File: config.mk
export PLATFORM = sky130hd
export DESIGN_NAME = counter_updown_mod_flat
export DESIGN_NICKNAME = d
export VERILOG_FILES = /design/src/rtl/counter_updown_mod_if.sv /design/src/rtl/counter_updown_mod.sv /design/src/flat_wrapper.sv
export SDC_FILE = /design/constraint.sdc
export NUM_CORES = 1
export LEC_CHECK = 0
export BUFFER_PORTS_ARGS = -buffer_cell sky130_fd_sc_hd__buf_4
export CORE_ASPECT_RATIO = 0.5
export CORE_UTILIZATION = 36
export DETAILED_ROUTE_END_ITERATION = 12
export PLACE_DENSITY = 0.54
export SYNTH_ARGS = -nofsm -noshare
export SYNTH_HDL_FRONTEND = slang
export SYNTH_SLANG_ARGS = --single-unit
File: constraint.sdc
create_clock -name clk -period 7.95 [get_ports clk]
set_input_delay 0.795 -clock clk [delete_from_list [all_inputs] [get_ports clk]]
set_output_delay 0.795 -clock clk [all_outputs]
set_load 0.05 [all_outputs]
File: src/rtl/counter_updown_mod_if.sv
// ----------------------------------------------------------------------------
// counter_updown_mod_if
// Purpose : groups the control/status signals of counter_updown_mod so that
//           the counter and its user connect through one bundle.
// Signals : en         count enable (gates stepping only)
//           load       parallel load request
//           load_data  value to load (clamped to limit by the counter)
//           up         direction, 1 = increment, 0 = decrement
//           limit      modulo top value, sampled every cycle
//           wrap       1 = wrap at boundary, 0 = saturate
//           oneshot    1 = one-shot mode, 0 = free-running
//           start      one-shot launch request
//           count      current count (registered)
//           tc         terminal-count pulse (registered, 1 cycle)
//           busy       one-shot run in progress
//           done       one-shot completion pulse (1 cycle)
// Modports: master drives the controls and observes status,
//           slave is the counter side.
// ----------------------------------------------------------------------------
interface counter_updown_mod_if #(
    parameter int n = 4
);
    logic         en;
    logic         load;
    logic [n-1:0] load_data;
    logic         up;
    logic [n-1:0] limit;
    logic         wrap;
    logic         oneshot;
    logic         start;
    logic [n-1:0] count;
    logic         tc;
    logic         busy;
    logic         done;

    modport master (
        output en, load, load_data, up, limit, wrap, oneshot, start,
        input  count, tc, busy, done
    );

    modport slave (
        input  en, load, load_data, up, limit, wrap, oneshot, start,
        output count, tc, busy, done
    );
endinterface

File: src/rtl/counter_updown_mod.sv
// ----------------------------------------------------------------------------
// counter_updown_mod
// Purpose : general timer/event counter. Up/down counting against a runtime
//           modulo limit, wrap or saturate at the boundary, a one-cycle
//           terminal-count pulse and a one-shot mode sequenced by an
//           IDLE/RUN/DONE state machine.
// Ports   : clk     rising-edge clock
//           resetn  synchronous active-low reset
//           bus     counter_updown_mod_if.slave (controls in, count/status out)
// Parameter n : counter width; count range is 0..limit.
// ----------------------------------------------------------------------------
module counter_updown_mod #(
    parameter int n = 4
) (
    input  logic                      clk,
    input  logic                      resetn,
    counter_updown_mod_if.slave       bus
);

    typedef enum logic [1:0] {
        ST_IDLE = 2'd0,
        ST_RUN  = 2'd1,
        ST_DONE = 2'd2
    } state_t;

    state_t       r_state;
    logic [n-1:0] r_count;
    logic         r_tc;
    logic         r_busy;
    logic         r_done;

    logic         w_advance;
    logic         w_wrap_eff;
    logic [n-1:0] w_step;
    logic [n-1:0] w_bnd;
    logic [n-1:0] w_load_val;
    logic         w_tc_next;

    // One-shot mode only steps while a run is in progress.
    assign w_advance  = bus.en & ~bus.load &
                        (bus.oneshot ? (r_state == ST_RUN) : 1'b1);
    // A one-shot run always stops at the boundary, whatever wrap says.
    assign w_wrap_eff = bus.wrap & ~bus.oneshot;
    assign w_bnd      = bus.up ? bus.limit : '0;
    assign w_load_val = (bus.load_data > bus.limit) ? bus.limit : bus.load_data;

    // Candidate next count when stepping.
    always_comb begin
        w_step = r_count;
        if (r_count > bus.limit) begin
            // limit was lowered below the current count: pull back in range
            w_step = (w_wrap_eff & bus.up) ? '0 : bus.limit;
        end else if (bus.up) begin
            if (r_count == bus.limit)
                w_step = w_wrap_eff ? '0 : bus.limit;
            else
                w_step = r_count + 1'b1;
        end else begin
            if (r_count == '0)
                w_step = w_wrap_eff ? bus.limit : '0;
            else
                w_step = r_count - 1'b1;
        end
    end

    // tc only on a real arrival at the boundary, so a held saturated count
    // (or limit==0) never repeats the pulse.
    assign w_tc_next = w_advance & (w_step == w_bnd) & (w_step != r_count);

    always_ff @(posedge clk) begin
        if (!resetn) begin
            r_count <= '0;
            r_tc    <= 1'b0;
            r_state <= ST_IDLE;
            r_busy  <= 1'b0;
            r_done  <= 1'b0;
        end else if (bus.load) begin
            // load aborts any run silently
            r_count <= w_load_val;
            r_tc    <= 1'b0;
            r_state <= ST_IDLE;
            r_busy  <= 1'b0;
            r_done  <= 1'b0;
        end else begin
            if (w_advance)
                r_count <= w_step;
            r_tc <= w_tc_next;

            if (!bus.oneshot) begin
                r_state <= ST_IDLE;
                r_busy  <= 1'b0;
                r_done  <= 1'b0;
            end else begin
                case (r_state)
                    ST_IDLE: begin
                        if (bus.start) begin
                            r_state <= ST_RUN;
                            r_busy  <= 1'b1;
                        end else begin
                            r_busy  <= 1'b0;
                        end
                        r_done <= 1'b0;
                    end
                    ST_RUN: begin
                        if (w_tc_next) begin
                            r_state <= ST_DONE;
                            r_busy  <= 1'b0;
                            r_done  <= 1'b1;
                        end else begin
                            r_busy  <= 1'b1;
                            r_done  <= 1'b0;
                        end
                    end
                    default: begin
                        r_state <= ST_IDLE;
                        r_busy  <= 1'b0;
                        r_done  <= 1'b0;
                    end
                endcase
            end
        end
    end

    assign bus.count = r_count;
    assign bus.tc    = r_tc;
    assign bus.busy  = r_busy;
    assign bus.done  = r_done;

endmodule

File: src/flat_wrapper.sv
// flat-port wrapper written by rule: the top's interface ports become plain ports
module counter_updown_mod_flat 
#(
    parameter int n = 4
)
  (clk, resetn, bus_en, bus_load, bus_load_data, bus_up, bus_limit, bus_wrap, bus_oneshot, bus_start, bus_count, bus_tc, bus_busy, bus_done);
  counter_updown_mod_if #(.n(n)) bus_i ();
  input  logic clk;
  input  logic resetn;
  input wire logic [$bits(bus_i.en)-1:0] bus_en;
  input wire logic [$bits(bus_i.load)-1:0] bus_load;
  input wire logic [$bits(bus_i.load_data)-1:0] bus_load_data;
  input wire logic [$bits(bus_i.up)-1:0] bus_up;
  input wire logic [$bits(bus_i.limit)-1:0] bus_limit;
  input wire logic [$bits(bus_i.wrap)-1:0] bus_wrap;
  input wire logic [$bits(bus_i.oneshot)-1:0] bus_oneshot;
  input wire logic [$bits(bus_i.start)-1:0] bus_start;
  output wire logic [$bits(bus_i.count)-1:0] bus_count;
  output wire logic [$bits(bus_i.tc)-1:0] bus_tc;
  output wire logic [$bits(bus_i.busy)-1:0] bus_busy;
  output wire logic [$bits(bus_i.done)-1:0] bus_done;
  assign bus_i.en = bus_en;
  assign bus_i.load = bus_load;
  assign bus_i.load_data = bus_load_data;
  assign bus_i.up = bus_up;
  assign bus_i.limit = bus_limit;
  assign bus_i.wrap = bus_wrap;
  assign bus_i.oneshot = bus_oneshot;
  assign bus_i.start = bus_start;
  assign bus_count = bus_i.count;
  assign bus_tc = bus_i.tc;
  assign bus_busy = bus_i.busy;
  assign bus_done = bus_i.done;
  counter_updown_mod #(.n(n)) u_core (.clk(clk), .resetn(resetn), .bus(bus_i));
endmodule
---- After elaboration in Yosys (flattened, before gate mapping) ----
Cells that the tools add are included.
word-level totals
  register bits ........................... 9
  bits in read-only memories .............. 0
  latch bits .............................. 0
  word-level logic and storage cells ...... 51
  input port bits ......................... 16
  memories kept ........................... 0
  memory bits (writable) .................. 0
operators by class
  equal/unequal tests ..................... 6
  div/mod/pow operators ................... 0
  reduce and logical (&&, ||, !) cells .... 7
  add/sub/neg operators ................... 2
  $mul .................................... 0
  multiplexer cells ....................... 19
  bitwise operators ....................... 10
  order comparisons ....................... 2
  shifts and indexed selects .............. 0
operators by type and width
  kind                                                                 number
  4-bit 2-to-1 mux                                                     11
  4-bit == test                                                        2
  4-bit greater-than comparator                                        2
  1-bit bitwise AND                                                    6
  4-bit by 1-bit adder with 4-bit output (second input constant)       1
  4-bit logical NOT                                                    1
  1-bit 2-to-1 mux                                                     4
  2-bit 2-to-1 mux                                                     2
  4-bit != test                                                        1
  1-bit inverter                                                       4
  2-bit one-hot mux with 2 select lines                                1
  4-bit OR reduction                                                   1
  4-bit by 1-bit subtractor with 4-bit output (second input constant)  1
  3-bit OR reduction                                                   1
  2-bit by 1-bit == test with 1-bit output (second input constant)     1
  2-bit logical NOT                                                    1
  2-bit by 1-bit != test with 1-bit output (second input constant)     1
  2-bit != test (second input constant)                                1
  1-bit one-hot mux with 2 select lines                                1
  2-bit AND reduction                                                  1
  2-bit nonzero test                                                   1
  2-bit OR reduction                                                   1

---- Longest topological paths before layout ----
Gate-level depths: netlist of run 1.
  word-level depth ........................ 11
  gate-level depth with buffers ........... 11
  mapped depth without buffers ............ 10

---- Worst setup path before layout of run 1 ----
Ideal clock, no wire load.
  kind .................................... flip-flop to flip-flop
  start point ............................. register u_core.r_count[0], in the netlist u_core.bus.count[0]
  end point ............................... register u_core.r_busy, in the netlist u_core.bus.busy
  cell stages (with the launch flop) ...... 11
  slack ................................... 4912 ps
  period minus slack after synthesis ...... 3038 ps
  setup time .............................. 115 ps
  arrival time ............................ 2923 ps
  required time ........................... 7835 ps
  cell sequence ........................... dfxtp_1 -> inv_1 -> ha_1 -> nand4_4 -> or3_1 -> and3_4 -> a211oi_1 -> o21ai_1 -> nor4_2 -> o31ai_2 -> o21ba_1
between the ends
  cells in the longest elaborated chain, start to end .. 9
  elaborated cells on any way between the ends .. 15
  classes of those cells .................. 2 x add/sub; 1 x order compare; 3 x eq/ne; 6 x mux; 2 x bitwise; 1 x reduce/logical
ends and longest elaborated chain
  what                                                                       line                                                source
  start, declared                                                            counter_updown_mod.sv:27                            logic [n-1:0] r_count;
  start signal, assigned                                                     counter_updown_mod.sv:79                            r_count <= w_load_val;
  start signal, assigned                                                     counter_updown_mod.sv:86                            r_count <= w_step;
  4-bit by 1-bit subtractor with 4-bit output, or another cell as far along  counter_updown_mod.sv:62                            w_step = r_count - 1'b1;
  4-bit 2-to-1 mux (on tied branches)                                        counter_updown_mod.sv:59, counter_updown_mod.sv:54
  4-bit 2-to-1 mux                                                           counter_updown_mod.sv:53                            end else if (bus.up) begin
  4-bit 2-to-1 mux                                                           counter_updown_mod.sv:50                            if (r_count > bus.limit) begin
  4-bit == test                                                              counter_updown_mod.sv:68                            assign w_tc_next = w_advance & (w_step == w_bnd) & (w_step != r_count);
  1-bit bitwise AND                                                          counter_updown_mod.sv:68
  1-bit bitwise AND *                                                        counter_updown_mod.sv:68
  1-bit 2-to-1 mux *                                                         counter_updown_mod.sv:105                           if (w_tc_next) begin
  1-bit one-hot mux with 2 select lines *                                    counter_updown_mod.sv:94                            case (r_state)
  end signal, assigned                                                       counter_updown_mod.sv:98                            r_busy <= 1'b1;
  end signal, assigned                                                       counter_updown_mod.sv:107                           r_busy <= 1'b0;
  end signal, assigned                                                       counter_updown_mod.sv:110                           r_busy <= 1'b1;
  end, declared                                                              counter_updown_mod.sv:29                            logic r_busy;
Every way passes the cells marked *; elsewhere a longest branch is shown, timed or not.
A chain may end at the register's enable or synchronous reset.

---- Worst setup path after layout of run 1 ----
  start point ............................. input port bus_limit[2]
  end point ............................... register u_core.r_busy, in the netlist u_core.bus.busy
between the ends
  cells in the longest elaborated chain, start to end .. 9
  elaborated cells on any way between the ends .. 16
  classes of those cells .................. 1 x order compare; 3 x eq/ne; 10 x mux; 2 x bitwise
ends and longest elaborated chain
  what                                         line                                                source
  start, declared                              flat_wrapper.sv:14                                  input wire logic [$bits(bus_i.limit)-1:0] bus_limit;
  4-bit == test, or another cell as far along  counter_updown_mod.sv:54                            if (r_count == bus.limit)
  4-bit 2-to-1 mux (on tied branches)          counter_updown_mod.sv:54, counter_updown_mod.sv:59
  4-bit 2-to-1 mux                             counter_updown_mod.sv:53
  4-bit 2-to-1 mux                             counter_updown_mod.sv:50
  4-bit == test                                counter_updown_mod.sv:68
  1-bit bitwise AND                            counter_updown_mod.sv:68
  1-bit bitwise AND *                          counter_updown_mod.sv:68
  1-bit 2-to-1 mux *                           counter_updown_mod.sv:105
  1-bit one-hot mux with 2 select lines *      counter_updown_mod.sv:94
Marks and branches as above.

==> out/qor.csv, run 1 <==
metric,value,unit
fp.dieH,42.8,µm
power.ir.vdd_worst,0.111,mV
required_time_at_the_endpoint_of_the_critical_path,8120,ps
worst_setup_path_class,in -> reg,
num_vias,1166,
pwr-share-comb,0.509,
cts-htree-levels,1,
power_switching,0.0869,mW
die_width,83.6,µm
fin_crit_sh,0.415,
top_cell_type_s_share_of_synthesized_area,0.150,
placement.io_buffers,22,
power.share.switching,0.401,
tritoncts.num_buffers,3,
critPathLaunch,bus_limit[2],
detail_route.first_pass.iterations,4,
outcome,"complete, no violations",
ys_types,47,
max_slew_violation_count,0,
worst-r2r-cell-count,9,
postRouteAntennaNets,0,
async_set_or_reset_flop_fraction_in_the_synthesized_netlist,0,
ys_ff_latch,9,
clk_transition_reported_paths,40,ps
power.share.sequential,0.249,
rsz0062_at_grt,no,
yosysSeqAreaShare,0.150,
cap_violations,0,
dp_hpwl,2.43,mm
finish.net_count,195,
area_growth,18.9,%
cts_tree,built,
internal-power,0.130,mW
synth_warnings,0,
global_route.usage.total,0.181,
cts_repair_resize_count,0,
antenna_found_initial,0,
netlist_area,1200,µm²
start_kind,input pin,
p_per_area,152,nW/µm²
setup.worst_path.end_class,flop,
regToRegSetupSlack,4810,ps
worst_case_headroom_to_the_max_slew_limit,0.671,
grt_start_max_net_pins,17,
hold-worst-slack,473,ps
reg2reg_from,u_core.bus.count[2],
floorplan.core_area,3080,µm²
r2r_end,u_core.bus.busy,
yosys.area.top_type,dfxtp_1,
hold_path_class,reg -> reg,
drt_wl_total,3.12,mm
route.detailed.wl_per_inst,15.0,µm
num_io_pins,23,
cts.root.buffer_cell,clkbuf_8,
final_core_util,0.462,
grt_pass1_wl,5.09,mm
cts.path.max_buffers,2,
post_cts_setup_driven_buffer_insertion_count,0,
design_power_total,0.217,mW
dr.first_iter.drc_count,58,
share_of_post_route_cells_with_drive_strength_above_1,0.238,
globalRoute.totalOverflow,0,
clkPwrFrac,0.242,
die_area,3570,µm²
initial_standard_cell_utilization_of_the_core,0.388,
final.setup_skew,6.23,ps
finalWeightedCongestion,0.825,
final_cell_mix,"buf_4 (22), a21oi_1 (11)",
row_count,14,
synth_fp_nets,174,
first_global_vias,1047,
tns,0,ps
period_minus_slack,3300,ps
worst_pin_slew,493,ps
setup_viol,0,
data_arrival_time_at_the_worst_slack_endpoint,3470,ps
syn-mean-instance-area,8.09,µm²
post-route-drc-count,0,
insertedDiodeCount,0,
ys_dominant_reg_cell,dfxtp_1,
crit_fanout,11,
fmax,303,MHz
clkLatencyLatePin,230,ps
clock_sinks,9,
layout.cells.most_common,buf_4,
viasPerCell,5.61,
finalHoldViolCount,0,
synth.area.top_cells,"dfxtp_1 (15%), ha_1 (10%), a21oi_1 (4.6%), nor3_1 (4.2%), mux2i_1 (3.3%)",
p_leak,0.609,nW
postCtsHoldBufs,0,
number_of_cells_produced_by_synthesis,148,
cp-endpoint,u_core.bus.busy,
synth-edff-count,0,
## cells in the mapped netlist (all sizes together), types with 3 or more instances
library cell,number
and3,3
a21oi,11
nor4bb,3
nor2,9
nand2,10
o21ai,6
nor3,11
mux2i,4
mux2,3
ha,10
nand3,4
nor4,5
dfxtp,9
buf,4
inv,10
nor3b,3
xnor2,4
nor2b,5
## routing by layer
layer,vias up,routed length (µm),GRT usage,share of wire
li1,594,-,-,-
met1,538,1640,0.268,0.52
met2,34,1300,0.275,0.42
met3,0,180,0.0350,0.058
met4,0,0,0.0305,0
met5,-,0,0,0
## stage by stage
step / setup slack, ps / instance area (µm²) / instances
final: 4650 / 1420 / 208
after global routing: 4410 / 1420 / 208
after CTS: 4620 / 1420 / 208
after detailed placement: 4400 / 1380 / 204
after global placement: 4470 / 1380 / 204
after floorplan: 4910 / 1200 / 148
## logic make-up (layout without fill, tap and decap cells)
logic type,after synthesis,count (layout),share of synthesized area
simple gates,66,66,0.350
compound gates,34,34,0.230
buf+inv,16,36,0.0596
fa+ha+maj,10,10,0.104
flops,9,9,0.150
mux,7,7,0.0617
xor+xnor,6,6,0.0439
## power by group through the flow
| stage | logic (mW) | clock network (mW) | registers, mW |
|---|---|---|---|
| 6_report | 0.110 | 0.0525 | 0.0540 |
| 5_1_grt | 0.121 | 0.0580 | 0.0545 |
| 4_1_cts | 0.110 | 0.0545 | 0.0538 |
| 3_5_place_dp | 0.110 | 0 | 0.0546 |
| 3_3_place_gp | 0.110 | 0 | 0.0546 |
| 2_1_floorplan | 0.0809 | 0 | 0.0582 |
## critical path: stages
cell	delay [ps]
buf_4	130
inv_1	140
ha_1	290
or3_1	410
o311ai_4	100
or2_1	360
mux2i_1	130
a221oi_1	380
xor2_1	130
o31ai_2	440
o21ba_1	170
## final cells by class
type                            count  area [µm²]
Clock buffer                        4        45.0
Fill cell                         330        1660
Inverter                           10        37.5
Multi-Input combinational cell    123         946
Sequential cell                     9         180
Tap cell                           40        50.0
Timing Repair Buffer               22         165
## state kept, by name, summed over array words and instances (netlist names)
name / count
u_core.bus.tc: 1
u_core.bus.busy: 1
u_core.bus.count: 4
u_core.bus.done: 1
u_core.r_state: 2
## how the worst min path moves through the flow
stage | from | to | slack, ps | depth (start not counted)
after floorplan | u_core.r_state[0] | u_core.bus.done | 440 | 2
after global placement | u_core.r_state[0] | u_core.bus.done | 460 | 2
after detailed placement | u_core.r_state[0] | u_core.bus.done | 460 | 2
after CTS | u_core.r_state[0] | u_core.bus.done | 470 | 2
after global routing | u_core.r_state[0] | u_core.bus.done | 490 | 2
final | u_core.r_state[0] | u_core.bus.done | 470 | 2
Power figures use the tool's default switching activity.
==> run 2: changes to the inputs <==
clock period = 3.05 ns   (was 7.95 ns; I/O delays follow)
==> run 2 against run 1 <==
Power grew to 2.7 times the previous value. Non-clock buffer count rose by 6. Register-to-register slack worse by 4600 ps. Critical path depth decreased by 1. Clock skew is 5.2 ps lower. Die area unchanged. Sequential power up 140%. Clock power grew to 2.6 times the previous value. Sequential share of layout area decreased by 0.41 points. Via count grew 1.7%. Sequential cell count unchanged. Critical endpoint unchanged.
==> out/qor.csv, run 2 (same netlist as run 1, synthesis figures left out) <==
metric,value,unit
antenna_found_initial,0,
final.setup_skew,0.986,ps
start_kind,flop,
data_arrival_time_at_the_worst_slack_endpoint,2940,ps
grt_start_max_net_pins,17,
postCtsHoldBufs,0,
die_width,83.6,µm
fill_cells,301,
fin_crit_sh,0.924,
outcome,"complete, no violations",
dr.first_iter.drc_count,161,
timing.critical_path.slowest_stage_cell,or3_1,
setup.worst_path.end_class,flop,
cts.root.buffer_cell,clkbuf_8,
final_cell_mix,"buf_4 (28), a21oi_1 (11)",
route.detailed.wl_per_inst,14.9,µm
row_count,14,
final_cell_area,1470,µm²
dp_hpwl,2.63,mm
insertedDiodeCount,0,
setup_viol,0,
cts-htree-levels,1,
grt_pass1_wl,5.09,mm
worst_pin_slew,491,ps
floorplan.core_area,3080,µm²
number_of_flip_flops_under_the_largest_register_name,4,
finish.net_count,201,
finalWeightedCongestion,0.846,
tns,0,ps
p_leak,0.641,nW
crit_path_buffers_inverters,1,
rsz0062_at_grt,no,
num_vias,1186,
crit_fanout,9,
finalHoldViolCount,0,
die_area,3570,µm²
layout_setup_ws,231,ps
required_time_at_the_endpoint_of_the_critical_path,3170,ps
clock_sinks,9,
initial_standard_cell_utilization_of_the_core,0.388,
design_power_total,0.578,mW
cts.path.max_buffers,2,
worst_case_headroom_to_the_max_slew_limit,0.672,
detailedPlace.worstSlack,0.195,ps
viasPerCell,5.54,
hold_path_class,in -> reg,
placement.io_buffers,22,
detail_route.first_pass.iterations,4,
layout.cells.most_common,buf_4,
drt_wl_total,3.18,mm
globalRoute.totalOverflow,0,
worst_setup_path_class,reg -> reg,
period_minus_slack,2820,ps
cts_tree,built,
cap_violations,0,
global_route.usage.total,0.185,
crit_family,simple AND/OR/NAND/NOR gates,
list_of_cells_traversed_by_the_critical_path,inv_1 > ha_1 > nand4_4 > or3_1 > and3_4 > a211oi_1 > o21ai_1 > nor4_2 > o31ai_2 > o21ba_1,
share_of_post_route_cells_with_drive_strength_above_1,0.270,
placed_area,1420,µm²
area_growth,22.9,%
clk_transition_reported_paths,40,ps
first_global_vias,984,
num_io_pins,23,
fmax,355,MHz
fp.dieH,42.8,µm
final_core_util,0.477,
p_per_area,393,nW/µm²
max_slew_violation_count,0,
clkLatencyLatePin,230,ps
worst_path_largest_cell_delay,430,ps
postRouteAntennaNets,0,
tritoncts.num_buffers,3,
power.ir.vdd_worst,0.350,mV
post-route-drc-count,0,
[run 2: through the flow]
| step | std cells | hold WS, ps |
|---|---|---|
| 2_1_floorplan | 148 | 433 |
| 3_3_place_gp | 210 | 462 |
| 3_5_place_dp | 210 | 467 |
| 4_1_cts | 214 | 334 |
| 5_1_grt | 214 | 341 |
| 6_report | 214 | 335 |
[run 2: layer usage]
layer / GRT usage / vias to the layer above / wire length [µm]
met5: 0 / - / 0
met4: 0.0610 / 0 / 19
met1: 0.289 / 545 / 1750
met2: 0.257 / 37 / 1250
li1: - / 602 / -
met3: 0.0195 / 2 / 154
[run 2: path summary, 6_finish.rpt]
check | startpoint | to | slack [ps] | cells past startpoint
max reg2reg | u_core.bus.count[0] | u_core.bus.busy | 230 | 10
max | u_core.bus.count[0] | u_core.bus.busy | 230 | 10
min reg2reg | u_core.r_state[0] | u_core.r_state[1] | 480 | 2
min | resetn | u_core.bus.count[0] | 330 | 2
[run 2: cell type report]
type	instances	area, µm²	area share
Clock buffer	4	45.0	0.0306
Inverter	10	37.5	0.0255
Multi-Input combinational cell	123	948	0.645
Sequential cell	9	180	0.122
Tap cell	40	50.0	0.0340
Timing Repair Buffer	28	210	0.143
[run 2: power breakdown]
group          internal [mW]  leakage, nW  total, mW  switching (mW)
clock network         0.0909       0.0228      0.136          0.0450
logic                  0.133        0.545      0.313           0.181
registers              0.124       0.0736      0.128         0.00424
total                  0.348        0.641      0.578           0.230
[run 2: timing repair]
item / CTS / global route
setup endpoints to repair: 0 / 5
hold endpoints to repair: 0 / 0
buffers inserted: 0 / 0
resized for setup: 0 / 1
